`src/rtl/line_key_scheduler_pkg.sv`:
```
// Shared constants, state encoding and LFSR/key helpers for the line key scheduler.
package scrambler_pkg;

  localparam logic [31:0] LFSR_TAPS       = 32'h80200003;
  localparam logic [31:0] LFSR_ZERO_SUB   = 32'h00000001;
  localparam int unsigned CUT_MAX_DEFAULT = 720;

  typedef enum logic [1:0] {
    IDLE    = 2'd0,
    ARMED   = 2'd1,
    RUNNING = 2'd2
  } sched_state_e;

  function automatic logic [31:0] lfsr_step(input logic [31:0] s);
    lfsr_step = (s >> 1) ^ (s[0] ? LFSR_TAPS : 32'h00000000);
  endfunction

  // An all-zero LFSR state would lock up, so a zero seed is replaced.
  function automatic logic [31:0] seed_sanitize(input logic [31:0] s);
    seed_sanitize = (s == 32'h00000000) ? LFSR_ZERO_SUB : s;
  endfunction

  function automatic logic [9:0] key_reduce(input logic [9:0] r, input logic [9:0] cut_max);
    key_reduce = (r < cut_max) ? r : (r - cut_max);
  endfunction

endpackage

```
`src/rtl/line_key_scheduler_if.sv`:
```
// Seed/timing inputs and key outputs of the line key scheduler.
interface line_key_scheduler_if;

  logic [31:0] seed;
  logic        seed_ready;
  logic        line_start;
  logic        field_start;
  logic [9:0]  key;
  logic        key_valid;
  logic [9:0]  line_count;
  logic        locked;

  modport master (
    output seed, seed_ready, line_start, field_start,
    input  key, key_valid, line_count, locked
  );

  modport slave (
    input  seed, seed_ready, line_start, field_start,
    output key, key_valid, line_count, locked
  );

endinterface

```
`src/rtl/line_key_scheduler_key_lfsr32.sv`:
```
// 32-bit Galois LFSR with a load port; a load takes priority over a step.
module key_lfsr32
  import scrambler_pkg::*;
(
  input  logic        clock,
  input  logic        reset_n,
  input  logic        load,
  input  logic [31:0] load_value,
  input  logic        step,
  output logic [31:0] state
);

  logic [31:0] state_r;

  // LFSR state register
  always_ff @(posedge clock or negedge reset_n) begin
    if (!reset_n) begin
      state_r <= 32'h00000000;
    end else if (load) begin
      state_r <= load_value;
    end else if (step) begin
      state_r <= lfsr_step(state_r);
    end else begin
      state_r <= state_r;
    end
  end

  assign state = state_r;

endmodule

```
`src/rtl/line_key_scheduler.sv`:
```
// Seeds an LFSR from the detected sequence and emits one cut-point key per video line.
// Build option: LINE_KEY_FIELD_RESEED_EN reloads the LFSR from the seed at every field start.
module line_key_scheduler
  import scrambler_pkg::*;
#(
  parameter int unsigned CUT_MAX = CUT_MAX_DEFAULT
) (
  input  logic                 clock,
  input  logic                 reset_n,
  line_key_scheduler_if.slave  bus
);

`ifdef LINE_KEY_FIELD_RESEED_EN
  localparam logic FIELD_RESEED = 1'b1;
`else
  localparam logic FIELD_RESEED = 1'b0;
`endif

  localparam logic [9:0] CUT_MAX_W = 10'(CUT_MAX);

  sched_state_e state_r, state_next_s;
  logic        seed_ready_prev_r;
  logic [31:0] seed_q_r;
  logic [9:0]  key_r;
  logic        key_valid_r;
  logic [9:0]  line_count_r;
  logic        locked_r;

  logic        seed_rise_s;
  logic        field_load_s;
  logic        step_s;
  logic        count_clear_s;
  logic [31:0] lfsr_state_s;
  logic [31:0] base_s;
  logic [31:0] stepped_s;
  logic [9:0]  key_next_s;
  logic [9:0]  count_next_s;

  assign seed_rise_s = bus.seed_ready & ~seed_ready_prev_r;

  // Field action is applied before the line step, so a step starts from the reloaded seed.
  assign base_s     = field_load_s ? seed_q_r : lfsr_state_s;
  assign stepped_s  = lfsr_step(base_s);
  assign key_next_s = key_reduce(stepped_s[9:0], CUT_MAX_W);

  key_lfsr32 u_lfsr (
    .clock      (clock),
    .reset_n    (reset_n),
    .load       (field_load_s),
    .load_value (step_s ? stepped_s : seed_q_r),
    .step       (step_s & ~field_load_s),
    .state      (lfsr_state_s)
  );

  // State register
  always_ff @(posedge clock or negedge reset_n) begin
    if (!reset_n) begin
      state_r <= IDLE;
    end else begin
      state_r <= state_next_s;
    end
  end

  // Next-state and per-cycle control decode; a seed edge overrides all timing pulses
  always_comb begin
    state_next_s  = state_r;
    field_load_s  = 1'b0;
    step_s        = 1'b0;
    count_clear_s = 1'b0;
    if (seed_rise_s) begin
      state_next_s = ARMED;
    end else begin
      case (state_r)
        IDLE: begin
          state_next_s = IDLE;
        end
        ARMED: begin
          if (bus.field_start) begin
            state_next_s  = RUNNING;
            field_load_s  = 1'b1;
            count_clear_s = 1'b1;
            step_s        = bus.line_start;
          end else begin
            state_next_s = ARMED;
          end
        end
        RUNNING: begin
          state_next_s  = RUNNING;
          field_load_s  = bus.field_start & FIELD_RESEED;
          count_clear_s = bus.field_start;
          step_s        = bus.line_start;
        end
        default: begin
          state_next_s = IDLE;
        end
      endcase
    end
  end

  // Line counter next value: clear on field, then saturating increment on a line step
  always_comb begin
    count_next_s = line_count_r;
    if (count_clear_s) begin
      count_next_s = step_s ? 10'd1 : 10'd0;
    end else if (step_s && (line_count_r != 10'd1023)) begin
      count_next_s = line_count_r + 10'd1;
    end else begin
      count_next_s = line_count_r;
    end
  end

  // Seed capture, edge register and registered outputs
  always_ff @(posedge clock or negedge reset_n) begin
    if (!reset_n) begin
      seed_ready_prev_r <= 1'b0;
      seed_q_r          <= 32'h00000000;
      key_r             <= 10'd0;
      key_valid_r       <= 1'b0;
      line_count_r      <= 10'd0;
      locked_r          <= 1'b0;
    end else begin
      seed_ready_prev_r <= bus.seed_ready;
      if (seed_rise_s) begin
        seed_q_r <= seed_sanitize(bus.seed);
      end else begin
        seed_q_r <= seed_q_r;
      end
      key_r        <= step_s ? key_next_s : key_r;
      key_valid_r  <= step_s;
      line_count_r <= count_next_s;
      locked_r     <= (state_next_s == RUNNING);
    end
  end

  assign bus.key        = key_r;
  assign bus.key_valid  = key_valid_r;
  assign bus.line_count = line_count_r;
  assign bus.locked     = locked_r;

endmodule
```
`src/flat_wrapper.sv`:
```
// flat-port wrapper written by rule: the top's interface ports become plain ports
module line_key_scheduler_flat import scrambler_pkg::*;
#(
  parameter int unsigned CUT_MAX = CUT_MAX_DEFAULT
)
  (clock, reset_n, bus_seed, bus_seed_ready, bus_line_start, bus_field_start, bus_key, bus_key_valid, bus_line_count, bus_locked);
  line_key_scheduler_if bus_i ();
  input  logic clock;
  input  logic reset_n;
  input wire logic [$bits(bus_i.seed)-1:0] bus_seed;
  input wire logic [$bits(bus_i.seed_ready)-1:0] bus_seed_ready;
  input wire logic [$bits(bus_i.line_start)-1:0] bus_line_start;
  input wire logic [$bits(bus_i.field_start)-1:0] bus_field_start;
  output wire logic [$bits(bus_i.key)-1:0] bus_key;
  output wire logic [$bits(bus_i.key_valid)-1:0] bus_key_valid;
  output wire logic [$bits(bus_i.line_count)-1:0] bus_line_count;
  output wire logic [$bits(bus_i.locked)-1:0] bus_locked;
  assign bus_i.seed = bus_seed;
  assign bus_i.seed_ready = bus_seed_ready;
  assign bus_i.line_start = bus_line_start;
  assign bus_i.field_start = bus_field_start;
  assign bus_key = bus_i.key;
  assign bus_key_valid = bus_i.key_valid;
  assign bus_line_count = bus_i.line_count;
  assign bus_locked = bus_i.locked;
  line_key_scheduler #(.CUT_MAX(CUT_MAX)) u_core (.clock(clock), .reset_n(reset_n), .bus(bus_i));
endmodule
```
`config.mk`:
```
export PLATFORM = sky130hd
export DESIGN_NAME = line_key_scheduler_flat
export DESIGN_NICKNAME = d
export VERILOG_FILES = /design/src/rtl/line_key_scheduler_pkg.sv /design/src/rtl/line_key_scheduler_if.sv /design/src/rtl/line_key_scheduler_key_lfsr32.sv /design/src/rtl/line_key_scheduler.sv /design/src/flat_wrapper.sv
export SDC_FILE = /design/constraint.sdc
export NUM_CORES = 1
export LEC_CHECK = 0
export BUFFER_PORTS_ARGS = -buffer_cell sky130_fd_sc_hd__clkbuf_2
export CORE_UTILIZATION = 46
export CTS_BUF_LIST = sky130_fd_sc_hd__clkbuf_8
export CTS_CLUSTER_DIAMETER = 100
export DETAILED_ROUTE_END_ITERATION = 16
export PLACE_DENSITY = 0.66
export SYNTH_ARGS = -nofsm -noshare
export SYNTH_HDL_FRONTEND = slang
export SYNTH_SLANG_ARGS = --single-unit
```
`constraint.sdc`:
```
create_clock -name clock -period 6.95 [get_ports clock]
set_clock_uncertainty 0.15 [all_clocks]
set_input_delay 1.39 -clock clock [delete_from_list [all_inputs] [get_ports clock]]
set_output_delay 1.39 -clock clock [all_outputs]
set_load 0.01 [all_outputs]
```
# Word level (Yosys, flattened, before mapping)
# Cells that the tools add are included.
# Widths: inputs -> output; s select.
[totals]
register_bits = 89
[classes]
mux = 22
n_addsub = 2
bitwise_logic = 6
reduce_logical = 4
eq_ne = 4
order_cmp = 1
[op_table]
columns = ["op", "n"]
rows = [
  ["$mux 32", 7],
  ["$xor 31x32->32", 2],
  ["$logic_not 32->1", 1],
  ["$mux 10", 3],
  ["$add 10x1->10 const B", 1],
  ["$lt 10x10->1 const B", 1],
  ["$ne 10x10->1 const B", 1],
  ["$sub 10x10->10 const B", 1],
  ["$mux 1", 7],
  ["$eq 2x2->1 const B", 2],
  ["$mux 2", 2],
  ["$pmux 1 s2", 2],
  ["$pmux 2 s2", 1],
  ["$reduce_bool 2->1", 2],
  ["$and 1x1->1", 2],
  ["$eq 2x1->1 const B", 1],
  ["$not 1->1", 2],
  ["$logic_and 1x1->1", 1],
]

# Logic depth before layout (Yosys ltp)
# Gate-level depths: netlist of the first run.
[depth]
depth_word = 8
depth_mapped = 12

# By module
# From an unflattened synthesis of the first run, not the netlist that was laid out.
[unflattened]
cells_unflattened = 556
hier_area_um2 = 4789.6
[modules_own_cells]
columns = ["module", "seq_area_each_um2", "n_inst", "area_per_inst_um2", "cells_each"]
rows = [
  ["line_key_scheduler", 1426.4, 1, 3260.6, 413],
  ["key_lfsr32", 800.8, 1, 1529.0, 143],
]

# Worst setup path before layout of the first run
# No wires, ideal clock.
[synth_timing]
kind = "input-to-reg"
startpoint = "in bus_seed_ready"
endpoint = "reg u_core.key_r[6] (netlist: u_core.bus.key[6])"
setup_slack_ns = 3.634
cell_stages = 10
arrival_ns = 3.046
required_time_ns = 6.680
path_buffers = 1
cell_sequence = "nand2b_1 > buf_2 > nand3_2 > mux2i_1 > ha_1 > and3b_1 > o221ai_1 > o21ai_1 > a21o_1 > a31o_1"
[synth_between]
elab_chain_cells = 7
word_cells_on_any_way = 9
classes_between = "add/sub: 1; order compare: 1; mux: 5; bitwise: 2"
[synth_rtl]
columns = ["element", "line_no", "text"]
rows = [
  ["start, declared", "flat_wrapper.sv:11", "input wire logic [$bits(bus_i.seed_ready)-1:0] bus_seed_ready;"],
  ["$and 1x1->1 *", "line_key_scheduler.sv:39", "assign seed_rise_s = bus.seed_ready & ~seed_ready_prev_r;"],
  ["$mux 1", "line_key_scheduler.sv:70", "if (seed_rise_s) begin"],
  ["$mux 32", "line_key_scheduler.sv:42", "assign base_s = field_load_s ? seed_q_r : lfsr_state_s;"],
  ["$mux 32", "line_key_scheduler_pkg.sv:15", "lfsr_step = (s >> 1) ^ (s[0] ? LFSR_TAPS : 32'h00000000);"],
  ["$xor 31x32->32", "line_key_scheduler_pkg.sv:15", ""],
  ["$sub 10x10->10 or $lt 10x10->1 (tied branches)", "line_key_scheduler_pkg.sv:24", "key_reduce = (r < cut_max) ? r : (r - cut_max);"],
  ["$mux 10", "line_key_scheduler_pkg.sv:24", ""],
  ["end signal, assigned", "line_key_scheduler.sv:128", "key_r <= step_s ? key_next_s : key_r;"],
  ["end, declared", "line_key_scheduler.sv:24", "logic [9:0] key_r;"],
]
# Mark *: on every way between the ends. The rest lies on a longest branch, timed or not.
# A chain may end at the register's enable or synchronous reset.

# Final worst setup path of the first run
[layout_timing]
startpoint = "in bus_seed_ready"
endpoint = "reg u_core.line_count_r[4] (netlist: u_core.bus.line_count[4])"
[layout_between]
elab_chain_cells = 4
word_cells_on_any_way = 6
classes_between = "mux: 3; bitwise: 1; reduce/logical: 2"
[layout_rtl]
columns = ["element", "line_no", "text"]
rows = [
  ["$and 1x1->1 *", "line_key_scheduler.sv:39", ""],
  ["$mux 1", "line_key_scheduler.sv:70", ""],
  ["$logic_and 1x1->1", "line_key_scheduler.sv:105", "end else if (step_s && (line_count_r != 10'd1023)) begin"],
  ["$reduce_bool 2->1 (no source line)", "-", ""],
  ["end signal, assigned", "line_key_scheduler.sv:130", "line_count_r <= count_next_s;"],
  ["end, declared", "line_key_scheduler.sv:26", "logic [9:0] line_count_r;"],
]
# Marked as above.

==> metrics, run 1 <==
fillcell total=956; worst-margin pin slew=1.14 ns; hold_buf cts=0; vias=between 3000 and 4000; Worst EP arrival=slightly below 4 ns; clk root buf=clkbuf_8; Final Util=52.0%; initial core utilization=between 40% and 50%; DRC=0; multiplexer share of the synthesized area=2.03%; setup TNS=0 ns; input/output buffers=58; most frequent cell after synthesis=nand2_1; Reg clk slew, reported paths=0.09 ns; total CTS buffers=9; gr usage total=20.4%; largest cells by area after synthesis=dfrtp_1 (49%), nand2_1 (14%), a211oi_1 (4.8%); Antenna diodes=0; Post-Synth Adder-Cell Area=1.10%; main flop type after synthesis=dfrtp_1; Final period util=54.8%; H-tree levels=3; max frequency=263 MHz; status=finished clean; Synth Instances=approximately 510; CP top delay family=buffers and inverters; Via density=5.32; CP peak stage delay=0.57 ns; Crit. End Element=flip-flop; first-pass GRT wire length=around 16000 um; Final GP Congestion=0.829; leakage=around 2.3 nW; IO Count=59; register area share after synthesis=48.7%; post-cts resize count=0; Fin. Hold Viols=0; standard-cell row count=36; Yosys top cell by area=dfrtp_1; Hold WC Path Type=reg -> reg; worst-case clock buffer depth=2; Syn Nets=555; worst-skew pair later-pin latency=roughly 0.35 ns; synth unique cells=48; initial antenna violation count=0; main combinational cell family by area after synthesis=simple AND/OR/NAND/NOR gates; vias in the first global route=3449; post-route ant nets=0; CP bufs+invs=5; critical path type=in -> reg; Slew HR=23.5%; number of synthesized flops with an enable pin=0; Simple-Gate Fraction of Synth Area=around a quarter; drt initial violations=168; DRT Wirelength=9730 um; PwrDens=289 nW/um^2; CTS tree=done; critical-path cell list=clkbuf_2 -> and2b_1 -> buf_4 -> nor3_4 -> nand2_2 -> buf_4 -> inv_2 -> buf_12 -> nand3_1 -> xor2_1 -> nor2_1; RSZ-0062 raised after global routing=false; GRT Residual Overflow=0; Post-synth top cells=nand2_1 (168), dfrtp_1 (89), a31oi_1 (32); asr flop ratio synth=100%; TritonRoute pass-1 iters=4; dpl hpwl=6490 um; height of the die=102 um; Core Area=between 9000 and 10000 um^2; cell mode on critical path=buf_4; layout overhead on the synthesized area=10.2%; #FFs+latches synth=between 80 and 90; fin crit period=3.81 ns; Syn Std Cell Area=4570 um^2; largest net degree at the start of global routing=76; clock sink total=89; die area=roughly 10000 um^2; area share of the leading cell type in the synthesized netlist=between 40% and 50%; startpoint type of the worst setup path=input pin; CP max stage cell=inv_2; Syn Area/Cell=around 8.9 um^2; Final #Nets=594; Routed wire per std cell=~14 um; Final Setup Violations=0; Max-cap violations=0; ratio of cells with drive above 1 in the final layout=15.2%; CP required=7.00 ns; post-synthesis compound-gate area fraction=13.7%; CP Max Fanout=75; max-slew violation count=0; area share of xor/xnor cells in the synthesized design=approximately 3.3%; post-CTS setup buffers=0; Synth warnings=0; Peak VDD IR=about 0.13 mV; Die W=102 um
[cells by family (layout without fill, tap and decap cells)]
logic type / Yosys count / count (layout)
and+or+nand+nor: 256 / 256
buffers and inverters: 44 / 88
AOI/OAI and AO/OA: 95 / 95
DFF: 89 / 89
muxes: 9 / 9
xor gates and xnor gates: 17 / 17
adders and majority gates: 4 / 4
[layout by cell type, fill, tap and decap left out, types with 3 or more instances in the layout]
| cell type | instances |
|---|---|
| nand2_1 | 168 |
| dfrtp_1 | 89 |
| clkbuf_2 | 57 |
| a31oi_1 | 32 |
| nor2b_1 | 30 |
| a211oi_1 | 29 |
| nor2_1 | 15 |
| xor2_1 | 11 |
| o21ai_1 | 10 |
| clkbuf_8 | 10 |
| inv_1 | 9 |
| o21ai_0 | 8 |
| nor4_1 | 8 |
| nand4_1 | 8 |
| mux2i_1 | 7 |
| xnor2_1 | 6 |
| nand3_1 | 6 |
| buf_4 | 6 |
| a21oi_1 | 5 |
| and3_1 | 4 |
| ha_1 | 4 |
| o211ai_1 | 3 |
[worst min-delay path, delay by kind of cell (launching register included)]
family	cells	cell delay (ns)
AO/OA/AOI/OAI	1	0.06
flip-flops	1	0.35
AND/OR/NAND/NOR	1	0.05
[report_power, final]
group | total [mW] | leakage [nW] | switching [mW] | internal (mW)
Combinational | 0.392 | 1.16 | 0.202 | 0.190
Sequential | 0.741 | 1.09 | 0.0990 | 0.642
Clock | 0.321 | 0.0909 | 0.183 | 0.137
[metrics by stage]
stage,std cells,cell area (um^2),worst slack (ns),power (mW),hold WS (ns)
6_report,691,5030,3.14,1.45,0.342
5_1_grt,691,5030,2.89,1.55,0.398
4_1_cts,691,5030,3.17,1.47,0.344
3_5_place_dp,675,4860,2.79,1.14,0.326
3_3_place_gp,675,4860,2.83,1.13,0.325
2_1_floorplan,514,4570,3.63,1.02,0.316
[flip-flops by register name, indices dropped and copies added (netlist names)]
| signal | cells |
|---|---|
| u_core.bus.key | 10 |
| u_core.seed_q_r | 32 |
| u_core.u_lfsr.state | 32 |
| u_core.bus.key_valid | 1 |
| u_core.bus.line_count | 10 |
| u_core.state_r | 2 |
| u_core.seed_ready_prev_r | 1 |
| u_core.bus.locked | 1 |
[per-layer routing]
metal  part of all wire (%)  GRT usage, %  wire, um
met5                      0             0         0
met1                     50          29.4      4860
met2                     45          31.3      4350
met4                   0.65          5.35        63
met3                    4.7          4.35       458
[worst paths after layout]
kind,startpoint,to,slack (ns),cells past startpoint
worst max-delay path,bus_seed_ready,u_core.bus.line_count[4],3.14,11
worst min-delay path,u_core.bus.key[4],u_core.bus.key[4],0.34,2
worst max register to register,u_core.seed_ready_prev_r,u_core.bus.line_count[4],3.90,10
worst min register to register,u_core.bus.key[4],u_core.bus.key[4],0.34,2
max in group asynchronous,reset_n,u_core.u_lfsr.state[1],4.74,2
min in group asynchronous,reset_n,u_core.bus.line_count[9],0.83,1
[final cells by class]
class	instances	area [um^2]	area share, %
Inverter	8	30.0	0.596
Timing Repair Buffer	64	350	6.96
Clock buffer	10	138	2.73
Clock inverter	6	36.3	0.721
Multi-Input combinational cell	381	2090	41.5
Tap cell	133	166	3.31
Sequential cell	89	2230	44.2
Power figures use the tool's default switching activity.
==> run 2, diff against run 1 <==
--- a/config.mk
+++ b/config.mk
@@ -5,12 +5,13 @@
 export SDC_FILE = /design/constraint.sdc
 export NUM_CORES = 1
 export LEC_CHECK = 0
+export ABC_AREA = 1
 export BUFFER_PORTS_ARGS = -buffer_cell sky130_fd_sc_hd__clkbuf_2
 export CORE_UTILIZATION = 46
 export CTS_BUF_LIST = sky130_fd_sc_hd__clkbuf_8
 export CTS_CLUSTER_DIAMETER = 100
 export DETAILED_ROUTE_END_ITERATION = 16
-export PLACE_DENSITY = 0.66
+export PLACE_DENSITY = 0.68
 export SYNTH_ARGS = -nofsm -noshare
 export SYNTH_HDL_FRONTEND = slang
 export SYNTH_SLANG_ARGS = --single-unit
==> constraint.sdc (replaced) <==
create_clock -name clock -period 3.4 [get_ports clock]
set_clock_uncertainty 0.15 [all_clocks]
set_input_delay 0.68 -clock clock [delete_from_list [all_inputs] [get_ports clock]]
set_output_delay 0.68 -clock clock [all_outputs]
set_load 0.01 [all_outputs]
==> metrics, run 2 <==
startpoint type of the worst setup path=flip-flop; post-synthesis compound-gate area fraction=14.1% (+0.40 points); hold_buf cts=0 (unchanged); largest cells by area after synthesis=dfrtp_1 (48%), nand2_1 (15%), o21ai_0 (9.1%); leakage=2.64 nW (+12%); Synth warnings=0 (unchanged); area share of xor/xnor cells in the synthesized design=0.947% (-2.3 points); main flop type after synthesis=dfrtp_1; fin crit period=2.61 ns; Synth Instances=603 (+17%); Routed wire per std cell=12.8 um (-9.2%); most frequent cells in the layout=nand2_1 (182), dfrtp_1 (89), o21ai_0 (84), inv_1 (71), clkbuf_2 (57); Crit. End Element=flip-flop; Net Switching=993 uW (+110%); input/output buffers=58 (unchanged); number of synthesized flops with an enable pin=0 (unchanged); multiplexer share of the synthesized area=0% (-2.0 points); Yosys top cell by area=dfrtp_1; largest net degree at the start of global routing=90 (+18%); CP Max Fanout=27 (-64%); gr usage total=21.2% (+0.75 points); worst-skew pair later-pin latency=0.36 ns (about the same); combinational share of power=27.0% (about the same); Final period util=76.7%; standard-cell row count=36 (unchanged); Reg clk slew, reported paths=0.08 ns (about the same); Simple-Gate Fraction of Synth Area=25.3% (-0.093 points); Core Area=9770 um^2 (+0.93%); post-route ant nets=0 (unchanged); switch share=33.8% (+0.51 points); CP peak stage delay=0.42 ns (-0.15 ns); Via density=5.10 (-4.1%); Hold WC Path Type=in -> async; power share of the clock group=23.8% (+1.7 points); critical path type=reg -> reg; Antenna diodes=0 (unchanged); Post-synth top cells=nand2_1 (182), dfrtp_1 (89), o21ai_0 (84); initial core utilization=47.3% (+0.14 points); Pwr Total=2.94 mW (+100%); TritonRoute pass-1 iters=5 (+1); commonest non-fill, non-tap cell in the layout=nand2_1; initial antenna violation count=0 (unchanged); CTS tree=done; worst-margin pin slew=0.636 ns (-0.509 ns); total CTS buffers=9 (unchanged); vias=4012 (+9.2%); Worst EP arrival=2.69 ns (-1.16 ns); H-tree levels=3 (unchanged); CP max stage cell=nand2_2; main combinational cell family by area after synthesis=simple AND/OR/NAND/NOR gates; Syn Std Cell Area=4630 um^2 (+1.2%); CP required=3.48 ns (-3.52 ns); Final GP Congestion=0.844 (+1.9%); GRT Residual Overflow=0 (unchanged); register area share after synthesis=48.1% (-0.59 points); Max-cap violations=0 (unchanged); drt initial violations=223 (+33%); first-pass GRT wire length=17200 um (+4.4%); PwrDens=568 nW/um^2 (+97%); sequential power share=49.2% (-1.8 points); dpl hpwl=6950 um (+7.1%); RSZ-0062 raised after global routing=false; Peak VDD IR=0.219 mV (+74%); Die W=102 um (+0.60%); Post-Synth Adder-Cell Area=1.08% (-0.013 points); Final #Nets=690 (+16%); synth unique cells=33 (-31%); worst-case clock buffer depth=2 (unchanged); most frequent cell after synthesis=nand2_1; DRC=0 (unchanged); IO Count=59 (unchanged); post-CTS setup buffers=0 (unchanged); CP startpoint=u_core.state_r[1]; post-cts resize count=0 (unchanged); status=finished clean; CP bufs+invs=3 (-2); ratio of cells with drive above 1 in the final layout=16.5% (+1.3 points); Fin. Hold Viols=0 (unchanged); P_int=1.94 mW (+100%); Final Setup Violations=0 (unchanged); setup TNS=0 ns (unchanged); asr flop ratio synth=100% (unchanged); max frequency=about 380 MHz; critical-path cell list=inv_1 -> ha_1 -> nand2_2 -> inv_4 -> o21ai_2 -> nor2_4 -> nand2_2 -> nand2_2 -> inv_2 -> nor2_1 -> nand2_1 -> o21ai_1; height of the die=102 um (+0.60%); die area=10500 um^2 (+1.2%); CP top delay family=simple AND/OR/NAND/NOR gates; cell mode on critical path=nand2_2; Slew HR=57.3% (+34 points); clk root buf=clkbuf_8; max-slew violation count=0 (unchanged); clock sink total=89 (unchanged); Syn Nets=644 (+16%); DRT Wirelength=10100 um (+3.4%); RR Startpoint=u_core.state_r[1]; area share of the leading cell type in the synthesized netlist=48.1% (-0.59 points); vias in the first global route=3735 (+8.3%); layout overhead on the synthesized area=11.7%; #FFs+latches synth=89 (unchanged); Syn Area/Cell=7.67 um^2 (-14%)
## run 2: changes by cell type after synthesis, sizes merged, moves of 11 or more
cell    before  now
nor2        16   27
o21ai       18   98
nand3        7   43
a31oi       32    0
a211oi      29    0
inv          8   80
nand2      170  193
nor2b       30    0
## run 2: logic make-up (layout without fill, tap and decap cells)
kind of cell / count (synthesis) / after routing
simple gates: 277 / 277
xor+xnor: 5 / 5
fa+ha+maj: 4 / 4
compound gates: 120 / 120
flops: 89 / 89
buf+inv: 108 / 159
## run 2: per-stage QoR
| stage | utilization (%) | cell area, um^2 | hold slack [ns] | setup slack [ns] | instances |
|---|---|---|---|---|---|
| floorplan | - | 4630 | 0.234 | 1.07 | 603 |
| global placement | 50.9 | 4970 | 0.311 | 0.696 | 771 |
| detailed placement | 50.9 | 4970 | 0.315 | 0.638 | 771 |
| CTS | 52.9 | 5170 | 0.217 | 0.812 | 787 |
| global route | 52.9 | 5170 | 0.235 | 0.574 | 787 |
| finish | 52.9 | 5170 | 0.206 | 0.793 | 787 |
## run 2: cell type report
cell class	instances	area [um^2]
tap	133	166
multi-input combinational	406	1920
fill	1004	4610
timing repair buffer	63	355
clock inverter	4	26.3
clock buffer	12	165
sequential	89	2230
inverter	80	308
## run 2: layer usage
layer	vias to the layer above	GRT usage (%)	wire [um]
met5	-	0	0
met1	1898	28.8	4900
li1	2016	-	-
met2	92	34.6	4720
met4	0	6.26	55
met3	6	3.76	392
## run 2: power groups by stage
| stage | clock (mW) | combinational [mW] | sequential, mW |
|---|---|---|---|
| floorplan | 0 | 0.546 | 1.47 |
| global placement | 0 | 0.773 | 1.46 |
| detailed placement | 0 | 0.793 | 1.47 |
| CTS | 0.719 | 0.799 | 1.45 |
| global route | 0.761 | 0.932 | 1.48 |
| finish | 0.699 | 0.792 | 1.45 |
## run 2: final timing paths
kind	cells past startpoint	slack [ns]	to
max	12	0.79	u_core.u_lfsr.state[30]
min reg2reg	2	0.33	u_core.bus.key[7]
min	2	0.21	u_core.bus.key[5]
max reg2reg	12	0.79	u_core.u_lfsr.state[30]
max in group asynchronous	2	2.53	u_core.seed_q_r[18]
min in group clock	1	0.31	u_core.seed_ready_prev_r
## run 2: worst register-to-register path, delay by kind of cell, from the launching register on
| family | cells | cell delay, ns |
|---|---|---|
| DFF | 1 | 0.38 |
| AOI/OAI and AO/OA | 2 | 0.24 |
| buffers and inverters | 3 | 0.41 |
| and+or+nand+nor | 6 | 1.11 |
| adders and majority gates | 1 | 0.20 |
==> run 3, diff against run 2 <==
--- a/config.mk
+++ b/config.mk
@@ -5,7 +5,7 @@
 export SDC_FILE = /design/constraint.sdc
 export NUM_CORES = 1
 export LEC_CHECK = 0
-export ABC_AREA = 1
+export ABC_AREA = 0
 export BUFFER_PORTS_ARGS = -buffer_cell sky130_fd_sc_hd__clkbuf_2
 export CORE_UTILIZATION = 46
 export CTS_BUF_LIST = sky130_fd_sc_hd__clkbuf_8
==> constraint.sdc (replaced) <==
create_clock -name clock -period 2.2 [get_ports clock]
set_clock_uncertainty 0.15 [all_clocks]
set_input_delay 0.44 -clock clock [delete_from_list [all_inputs] [get_ports clock]]
set_output_delay 0.44 -clock clock [all_outputs]
set_load 0.01 [all_outputs]
==> metrics, run 3 (synthesis results as in run 1) <==
status=finished, violations left; violated checks=negative setup slack; Place WS=-0.135 ns (-0.773 ns); worst-margin pin slew=0.438 ns (-0.197 ns); worst-skew pair later-pin latency=0.37 ns (about the same); Via density=5.31 (+4.1%); met2 routed wirelength=4750 um (+0.72%); CP bufs+invs=0 (-3); gr usage total=21.7% (+0.50 points); Fin. Hold Viols=0 (unchanged); Slew HR=70.8% (+13 points); setup TNS=-0.0552 ns (-0.0552 ns); Routed wire per std cell=14.6 um (+14%); initial antenna violation count=0 (unchanged); Final period util=102% (+25 points); critical-path cell list=ha_4 -> nand3_4 -> mux2i_2 -> ha_2 -> and3b_1 -> o221ai_2 -> o21ai_2 -> a21o_1 -> a31o_1; Crit. End Element=flip-flop; most frequent cells in the layout=nand2_1 (168), dfrtp_1 (89), clkbuf_2 (57), a31oi_1 (32), nor2b_1 (30); largest net degree at the start of global routing=48 (-47%); first-pass GRT wire length=17400 um (+1.0%); Reg clk slew, reported paths=0.09 ns (about the same); CTS tree=done; hold_ws=0.0535 ns (-0.152 ns); layout overhead on the synthesized area=21.0%; CP Max Fanout=5 (-81%); Pwr Total=5.19 mW (+77%); fin crit period=2.24 ns (-0.363 ns); placed insts=694 (-10%); Core Area=9680 um^2 (-0.92%); clk root buf=clkbuf_8; ratio of cells with drive above 1 in the final layout=22.1% (+5.6 points); PwrDens=938 nW/um^2 (+65%); GRT Residual Overflow=0 (unchanged); Area after DPL=5090 um^2 (+2.4%); DRT Wirelength=10400 um (+3.8%); worst-case clock buffer depth=2 (unchanged); die area=10300 um^2 (-1.2%); met3 wire length=463 um (+18%); initial core utilization=47.2% (-0.14 points); IO Count=59 (unchanged); final setup margin=-0.0435 ns (-0.837 ns); Antenna diodes=0 (unchanged); Hold WC Path Type=in -> reg; vias=3804 (-5.2%); Final Setup Violations=2 (+2); Max-cap violations=0 (unchanged); internal reg-to-reg setup slack=-0.04 ns (-0.84 ns); standard-cell row count=36 (unchanged); commonest non-fill, non-tap cell in the layout=nand2_1; H-tree levels=3 (unchanged); input/output buffers=58 (unchanged); Final Util=57.1% (+4.2 points); Die W=102 um (-0.60%); Crit path depth=9 (-3); clock sink total=89 (unchanged); RSZ-0062 raised after global routing=true; CP max stage cell=dfrtp_1; drt initial violations=227 (+1.8%); CP top delay family=compound AO/OA/AOI/OAI gates; Worst Reg2Reg Path Length in Cells=9 (-3); startpoint type of the worst setup path=flip-flop; vias in the first global route=3559 (-4.7%); max-slew violation count=0 (unchanged); leakage=2.56 nW (-2.8%); height of the die=102 um (-0.60%); Top Metal Used=met4; CP required=2.31 ns (-1.17 ns); Post-Layout Cell Count=717 (-8.9%); Peak VDD IR=0.446 mV (+100%); Final #Nets=620 (-10%); hold depth=1; Final GP Congestion=0.848 (+0.47%); Worst EP arrival=2.35 ns (-0.34 ns); TritonRoute pass-1 iters=4 (-1); DRC=0 (unchanged); post-route ant nets=0 (unchanged); Final Cell Area=5530 um^2 (+7.0%); critical path type=reg -> reg; total CTS buffers=9 (unchanged); dpl hpwl=6900 um (-0.68%); max frequency=446 MHz (+16%); CP peak stage delay=0.43 ns (about the same); wl on met1=5070 um (+3.5%)
## run 3: what timing repair did
action | in CTS | in global routing
cloned | 1 | 2
hold buffers | 1 | 0
setup endpoints to repair | 22 | 46
hold endpoints to repair | 29 | 0
buffers inserted | 1 | 2
pin swaps | 1 | 5
gates resized for setup | 5 | 15
## run 3: metal layers
metal,vias to the layer above,global-route usage (%)
met5,-,0
li1,1894,-
met3,14,3.73
met1,1790,30.9
met2,106,33.2
met4,0,7.80
## run 3: area by class of cell
| type | instances | area, um^2 |
|---|---|---|
| fillers | 858 | 4160 |
| flip-flops and latches | 89 | 2230 |
| multi-input cells | 381 | 2190 |
| repair buffers | 89 | 653 |
| well taps | 133 | 166 |
| clock inverters | 7 | 126 |
| clock buffers | 9 | 124 |
| inverters | 8 | 37.5 |
| repair inverters | 1 | 6.26 |
## run 3: final timing paths
kind                                         from                        to
worst max-delay path            u_core.state_r[0]         u_core.bus.key[6]
worst min-delay path               bus_seed_ready  u_core.seed_ready_prev_r
worst max register to register  u_core.state_r[0]         u_core.bus.key[6]
worst min register to register  u_core.bus.key[4]         u_core.bus.key[4]
max in group asynchronous                 reset_n       u_core.seed_q_r[27]
min in group asynchronous                 reset_n         u_core.bus.key[8]
## run 3: power breakdown
part,leakage (nW),internal (mW),total [mW],switching (mW)
clock network,0.122,0.768,1.39,0.618
logic,1.35,0.733,1.43,0.701
registers,1.09,2.03,2.37,0.341
total,2.56,3.53,5.19,1.66
